### src/rtl/pong_pkg.sv
// Shared Pong definitions.
//   SEL_CONTINUE / SEL_RESTART : Pause-menu selection encodings carried on `value`.
//   DEFAULT_DEBOUNCE_CYCLES    : debounce hold time, 10 ms at a 50 MHz clock.
package pong_pkg;

  localparam logic SEL_CONTINUE = 1'b0;
  localparam logic SEL_RESTART  = 1'b1;

  localparam int DEFAULT_DEBOUNCE_CYCLES = 500000;

endpackage

### src/rtl/debounce.sv
// Synchronizes one asynchronous contact and debounces it.
//   clock, reset_n : system clock, asynchronous active-low reset
//   raw            : asynchronous contact input, active-high
//   level          : debounced level (the `stable` register)
//   rise           : high for one cycle after `stable` goes 0 -> 1
//   agree          : synchronized input currently equals `stable`
// `stable` flips only after the synchronized input has differed from it for
// DEBOUNCE_CYCLES consecutive cycles; any return to `stable` restarts the count.
module debounce
  import pong_pkg::*;
#(
  parameter int DEBOUNCE_CYCLES = DEFAULT_DEBOUNCE_CYCLES,
  parameter int CNT_W           = $clog2(DEBOUNCE_CYCLES)
) (
  input  logic clock,
  input  logic reset_n,
  input  logic raw,
  output logic level,
  output logic rise,
  output logic agree
);

  localparam logic [CNT_W-1:0] CNT_LAST = CNT_W'(DEBOUNCE_CYCLES - 1);

  logic             sync_a;
  logic             sync_b;
  logic             stable;
  logic             stable_q;
  logic [CNT_W-1:0] cnt;

  always_ff @(posedge clock or negedge reset_n) begin
    if (!reset_n) begin
      sync_a   <= 1'b0;
      sync_b   <= 1'b0;
      stable   <= 1'b0;
      stable_q <= 1'b0;
      cnt      <= '0;
    end else begin
      sync_a   <= raw;
      sync_b   <= sync_a;
      stable_q <= stable;
      if (sync_b == stable) begin
        cnt <= '0;
      end else if (cnt == CNT_LAST) begin
        stable <= ~stable;
        cnt    <= '0;
      end else begin
        cnt <= cnt + CNT_W'(1);
      end
    end
  end

  assign level = stable;
  assign rise  = stable & ~stable_q;
  assign agree = (sync_b == stable);

endmodule

### src/rtl/menu_input_ctrl.sv
// Joystick front end for the Pong main FSM.
//   clock, reset_n          : system clock, asynchronous active-low reset
//   btn_raw/up_raw/down_raw : asynchronous joystick contacts, active-high
//   enable_pause            : high while the Pause menu is shown
//   enter                   : one-cycle pulse per accepted button press
//   value                   : Pause-menu selection (SEL_CONTINUE / SEL_RESTART)
//   btn_level               : debounced button level
module menu_input_ctrl
  import pong_pkg::*;
#(
  parameter int DEBOUNCE_CYCLES = DEFAULT_DEBOUNCE_CYCLES,
  parameter int CNT_W           = $clog2(DEBOUNCE_CYCLES)
) (
  input  logic clock,
  input  logic reset_n,
  input  logic btn_raw,
  input  logic up_raw,
  input  logic down_raw,
  input  logic enable_pause,
  output logic enter,
  output logic value,
  output logic btn_level
);

  // Arming needs the button confirmed low for DEBOUNCE_CYCLES+2 consecutive
  // cycles. The extra 2 cycles cover the synchronizer, whose reset value of 0
  // would otherwise make a button held through reset look released.
  localparam int               ARM_W    = CNT_W + 2;
  localparam logic [ARM_W-1:0] ARM_LAST = ARM_W'(DEBOUNCE_CYCLES + 1);

  logic             btn_rise;
  logic             btn_agree;
  logic             up_rise;
  logic             down_rise;
  logic             unused_up_level;
  logic             unused_up_agree;
  logic             unused_down_level;
  logic             unused_down_agree;

  logic             armed;
  logic [ARM_W-1:0] arm_cnt;
  logic             pause_q;
  logic             fire;
  logic             value_next;

  debounce #(.DEBOUNCE_CYCLES(DEBOUNCE_CYCLES), .CNT_W(CNT_W)) u_btn (
    .clock   (clock),
    .reset_n (reset_n),
    .raw     (btn_raw),
    .level   (btn_level),
    .rise    (btn_rise),
    .agree   (btn_agree)
  );

  debounce #(.DEBOUNCE_CYCLES(DEBOUNCE_CYCLES), .CNT_W(CNT_W)) u_up (
    .clock   (clock),
    .reset_n (reset_n),
    .raw     (up_raw),
    .level   (unused_up_level),
    .rise    (up_rise),
    .agree   (unused_up_agree)
  );

  debounce #(.DEBOUNCE_CYCLES(DEBOUNCE_CYCLES), .CNT_W(CNT_W)) u_down (
    .clock   (clock),
    .reset_n (reset_n),
    .raw     (down_raw),
    .level   (unused_down_level),
    .rise    (down_rise),
    .agree   (unused_down_agree)
  );

  always_comb begin
    fire       = btn_rise & armed;
    value_next = value;
    if (!enable_pause || !pause_q) begin
      // Outside the menu, and on the cycle the menu opens, default to Continue.
      value_next = SEL_CONTINUE;
    end else if (btn_rise || enter) begin
      // Freeze the selection around the enter pulse so the main FSM sees a
      // value consistent with the press it is acting on.
      value_next = value;
    end else if (up_rise && !down_rise) begin
      value_next = SEL_CONTINUE;
    end else if (down_rise && !up_rise) begin
      value_next = SEL_RESTART;
    end
  end

  always_ff @(posedge clock or negedge reset_n) begin
    if (!reset_n) begin
      armed   <= 1'b0;
      arm_cnt <= '0;
      pause_q <= 1'b0;
      enter   <= 1'b0;
      value   <= SEL_CONTINUE;
    end else begin
      pause_q <= enable_pause;
      enter   <= fire;
      value   <= value_next;
      if (!armed) begin
        if (btn_agree && !btn_level) begin
          if (arm_cnt == ARM_LAST) begin
            armed <= 1'b1;
          end else begin
            arm_cnt <= arm_cnt + ARM_W'(1);
          end
        end else begin
          arm_cnt <= '0;
        end
      end
    end
  end

endmodule

### config.mk
export PLATFORM = sky130hd
export DESIGN_NAME = menu_input_ctrl
export DESIGN_NICKNAME = d
export VERILOG_FILES = /design/src/rtl/pong_pkg.sv /design/src/rtl/debounce.sv /design/src/rtl/menu_input_ctrl.sv
export SDC_FILE = /design/constraint.sdc
export NUM_CORES = 1
export LEC_CHECK = 0
export ABC_AREA = 0
export CAP_MARGIN = 10
export CORE_UTILIZATION = 56
export DETAILED_ROUTE_END_ITERATION = 8
export PLACE_DENSITY_LB_ADDON = 0.3
export SYNTH_ARGS = -nofsm -noshare
export SYNTH_HDL_FRONTEND = slang
export SYNTH_SLANG_ARGS = --single-unit
export TNS_END_PERCENT = 30
### constraint.sdc
create_clock -name clock -period 1.7 [get_ports clock]
set_input_delay 0.17 -clock clock [delete_from_list [all_inputs] [get_ports clock]]
set_output_delay 0.17 -clock clock [all_outputs]
set_load 0.05 [all_outputs]
==> flow_summary.json <==
{
  "worst_min_delay_path_class": "in2async",
  "h_tree_levels": 3,
  "initialDrtViolationCount": 263,
  "vias_per_cell": 5.64,
  "post_route_drc": 0,
  "post_synthesis_cells": 465,
  "violations": "setup timing",
  "synth_seq_cells": 94,
  "sequential_fraction_of_the_synthesis_area": 0.520,
  "hold_viol_final": 0,
  "numCtsBuffers": 9,
  "r2r-start": "arm_cnt[1]",
  "io_pins": 9,
  "top_fanout_value_on_the_critical_path": 3,
  "drv_cap": 0,
  "detail_route.first_pass.iterations": 5,
  "ctsLongestPathBuffers": 2,
  "cellLeakagePower_nw": 2.45,
  "post_route_cells_drive_above_1_share": 0.265,
  "yosysWarningCount": 0,
  "fin_worst_skew_ps": 8.09,
  "syn-mean-instance-area_um2": 9.73,
  "globalRouteOverflowTotal": 0,
  "cts.clk_slew.worst_paths_ps": 90,
  "drt.antenna.violating_nets": 0,
  "die_w_um": 91.9,
  "tritoncts": "built",
  "timing_max_transition_violations_final": 0,
  "synth_edf_count": 0,
  "dp_slack_ps": -118,
  "die_area_um2": 8440,
  "start_util": 0.582,
  "ys_async_sr_fraction": 1.00,
  "post-route-period-util": 1.08,
  "startpoint_type": "flip-flop",
  "clock_sink_count": 94,
  "vdd_drop_max_uv": 534,
  "cp.required_ps": 2000,
  "status": "complete, but fails checks",
  "final_nets": 555,
  "mappedNetlistArea_um2": 4520,
  "synth.area.top_cells": "sky130_fd_sc_hd__dfrtp_1 52%, sky130_fd_sc_hd__nor2_1 6.6%, sky130_fd_sc_hd__xnor2_1 5.0%",
  "wl_mm": 10.1,
  "area_growth_pct": 26.5,
  "finalSetupTns_ps": -1210,
  "clkLatencyLatePin_ps": 360,
  "critPathCaptureType": "flip-flop",
  "diodes": 0,
  "worstReg2RegEnd": "arm_cnt[20]",
  "die-height_um": 91.9,
  "grt.total_usage": 0.253,
  "power.density_cell_area_nw_per_um2": 728,
  "buffer_ports.inserted": 8,
  "synth_cell_type_count": 47,
  "number_of_antenna_violations_at_the_first_check_in_global_routing": 0,
  "netlist.top_cell.by_area": "sky130_fd_sc_hd__dfrtp_1",
  "grt_pass1_vias": 3751,
  "finalWeightedCongestion": 0.838,
  "per_cell_routed_wire_length_um": 15.5,
  "worst_r2r_path_depth": 7,
  "detailed_place_hpwl_mm": 6.62,
  "rsz0062_at_grt": "true",
  "power.total_mw": 4.16,
  "timing.critical_path.arrival_ps": 2140,
  "synth.net_count": 477,
  "postSynth.topFlopCell": "sky130_fd_sc_hd__dfrtp_1",
  "clock_tree.root_cell": "sky130_fd_sc_hd__clkbuf_8",
  "timing.max_slew.rel_slack": 0.765,
  "placement_rows": 32,
  "finalWorstPathRequiredPeriod_ps": 1840,
  "worstSetupPathType": "reg2reg",
  "worst-slew-pin-transition_ps": 352,
  "setup_viol": 17,
  "core_area_um2": 7770,
  "rrSetupSlack_ps": -140,
  "worst_slack_ps": -140,
  "placed_area_um2": 5180,
  "stdcell_area_um2": 5720,
  "vias": 3667,
  "global_route_wire_length_before_repair_mm": 16.9,
  "post-synth-top-area-fraction": 0.520,
  "maximum_clock_frequency_mhz": 544,
  "grt_max_degree": 49
}
==> power breakdown <==
| group | switching, mW | total, mW | internal (mW) | leakage, nW |
|---|---|---|---|---|
| Sequential | 0.0312 | 2.30 | 2.27 | 1.28 |
| Clock | 0.802 | 1.61 | 0.807 | 0.113 |
| Combinational | 0.143 | 0.260 | 0.117 | 1.06 |
| Total | 0.976 | 4.16 | 3.19 | 2.45 |
==> cell type report <==
class	count	area, um^2
Clock buffer	12	165
Tap cell	102	128
Fill cell	545	2040
Timing Repair Buffer	79	668
Multi-Input combinational cell	343	2290
Clock inverter	4	52.6
Sequential cell	94	2360
Inverter	16	60.1
==> what timing repair did <==
item	in CTS	in global routing
endpoints found under the hold margin	23	0
pin swaps	8	25
gates resized for setup	13	49
setup endpoints to repair	24	72
buffers inserted	4	9
hold buffers	1	0
==> synthesized netlist by cell type (all sizes together) (2+ instances only) <==
cell	n
a21oi	13
and2	4
and3	7
and4	4
buf	8
clkbuf	4
dfrtp	94
ha	6
inv	16
nand2	36
nand2b	3
nand3	29
nand4	23
nor2	80
nor3	12
nor3b	2
nor4	6
nor4b	5
nor4bb	2
o211ai	2
o21ai	24
o21bai	2
o31ai	11
o41ai	2
or2	2
or3	8
xnor2	26
xor2	24
==> worst max path at each step <==
stage                startpoint          end  slack, ps  depth (start not counted)
finish               arm_cnt[1]  arm_cnt[20]       -140                          7
global route         arm_cnt[1]  arm_cnt[20]       -240                          7
CTS                  arm_cnt[0]   arm_cnt[7]        -50                          7
detailed placement   arm_cnt[1]   arm_cnt[2]       -120                          9
global placement     arm_cnt[1]  arm_cnt[14]        -20                          9
floorplan           u_btn.level  arm_cnt[16]        -30                          8
==> per-stage QoR <==
stage / std cells / utilization / hold slack [ps]
after floorplan: 465 / - / -126
after global placement: 621 / 0.667 / 92.0
after detailed placement: 621 / 0.667 / 95.5
after CTS: 642 / 0.707 / 233
after global routing: 650 / 0.737 / 233
final: 650 / 0.737 / 237
==> flip-flops by register name, indices dropped and copies added, names as in the netlist <==
name             cells
u_down.sync_a        1
u_btn.cnt           19
u_up.sync_b          1
u_up.sync_a          1
u_up.stable_q        1
armed                1
pause_q              1
u_up.level           1
u_down.cnt          19
u_btn.stable_q       1
value                1
u_up.cnt            19
enter                1
u_down.sync_b        1
u_btn.sync_a         1
u_down.level         1
arm_cnt             21
u_down.stable_q      1
u_btn.sync_b         1
u_btn.level          1
==> kinds of logic (layout without fill, tap and decap cells) <==
kind of cell | after synthesis | in the layout | synth area share
DFF | 94 | 94 | 0.520
xor gates and xnor gates | 50 | 50 | 0.0968
and+or+nand+nor | 226 | 226 | 0.256
adders and majority gates | 6 | 6 | 0.0166
muxes | 2 | 2 | 0.00470
buffers and inverters | 28 | 111 | 0.0260
AOI/OAI and AO/OA | 59 | 59 | 0.0805
==> placed cells by master, fill, tap and decap left out, types with 4 or more instances in the layout <==
master                             n
sky130_fd_sc_hd__a21oi_1          11
sky130_fd_sc_hd__and2_1            4
sky130_fd_sc_hd__and3_1            7
sky130_fd_sc_hd__and4_1            4
sky130_fd_sc_hd__buf_4            62
sky130_fd_sc_hd__buf_6            10
sky130_fd_sc_hd__clkbuf_8         12
sky130_fd_sc_hd__clkdlybuf4s50_1   4
sky130_fd_sc_hd__dfrtp_1          89
sky130_fd_sc_hd__dfrtp_2           5
sky130_fd_sc_hd__inv_1            15
sky130_fd_sc_hd__nand2_1          34
sky130_fd_sc_hd__nand3_1          28
sky130_fd_sc_hd__nand4_1          21
sky130_fd_sc_hd__nor2_1           76
sky130_fd_sc_hd__nor3_1            7
sky130_fd_sc_hd__nor3_2            4
sky130_fd_sc_hd__o21ai_0          11
sky130_fd_sc_hd__o21ai_1           4
sky130_fd_sc_hd__o21ai_2           7
sky130_fd_sc_hd__o31ai_1           7
sky130_fd_sc_hd__o31ai_2           4
sky130_fd_sc_hd__or3_1             6
sky130_fd_sc_hd__xnor2_1          26
sky130_fd_sc_hd__xor2_1           24
==> worst max-delay path, cell delays in order, from the launching register on <==
cell and delay [ps]:
sky130_fd_sc_hd__dfrtp_1 390, sky130_fd_sc_hd__buf_6 120, sky130_fd_sc_hd__ha_4 140, sky130_fd_sc_hd__nand4_4 100, sky130_fd_sc_hd__nor4_4 340, sky130_fd_sc_hd__nand4_1 180
sky130_fd_sc_hd__or4_1 430, sky130_fd_sc_hd__nand3_1 80
==> layer usage <==
layer / vias to the layer above / global-route usage / share of wire
met5: - / 0 / 0
met4: 0 / 0.0716 / 0.010
met3: 10 / 0.0547 / 0.034
met2: 73 / 0.437 / 0.52
met1: 1807 / 0.322 / 0.44
li1: 1777 / - / -
(Power assumes the default switching activity.)
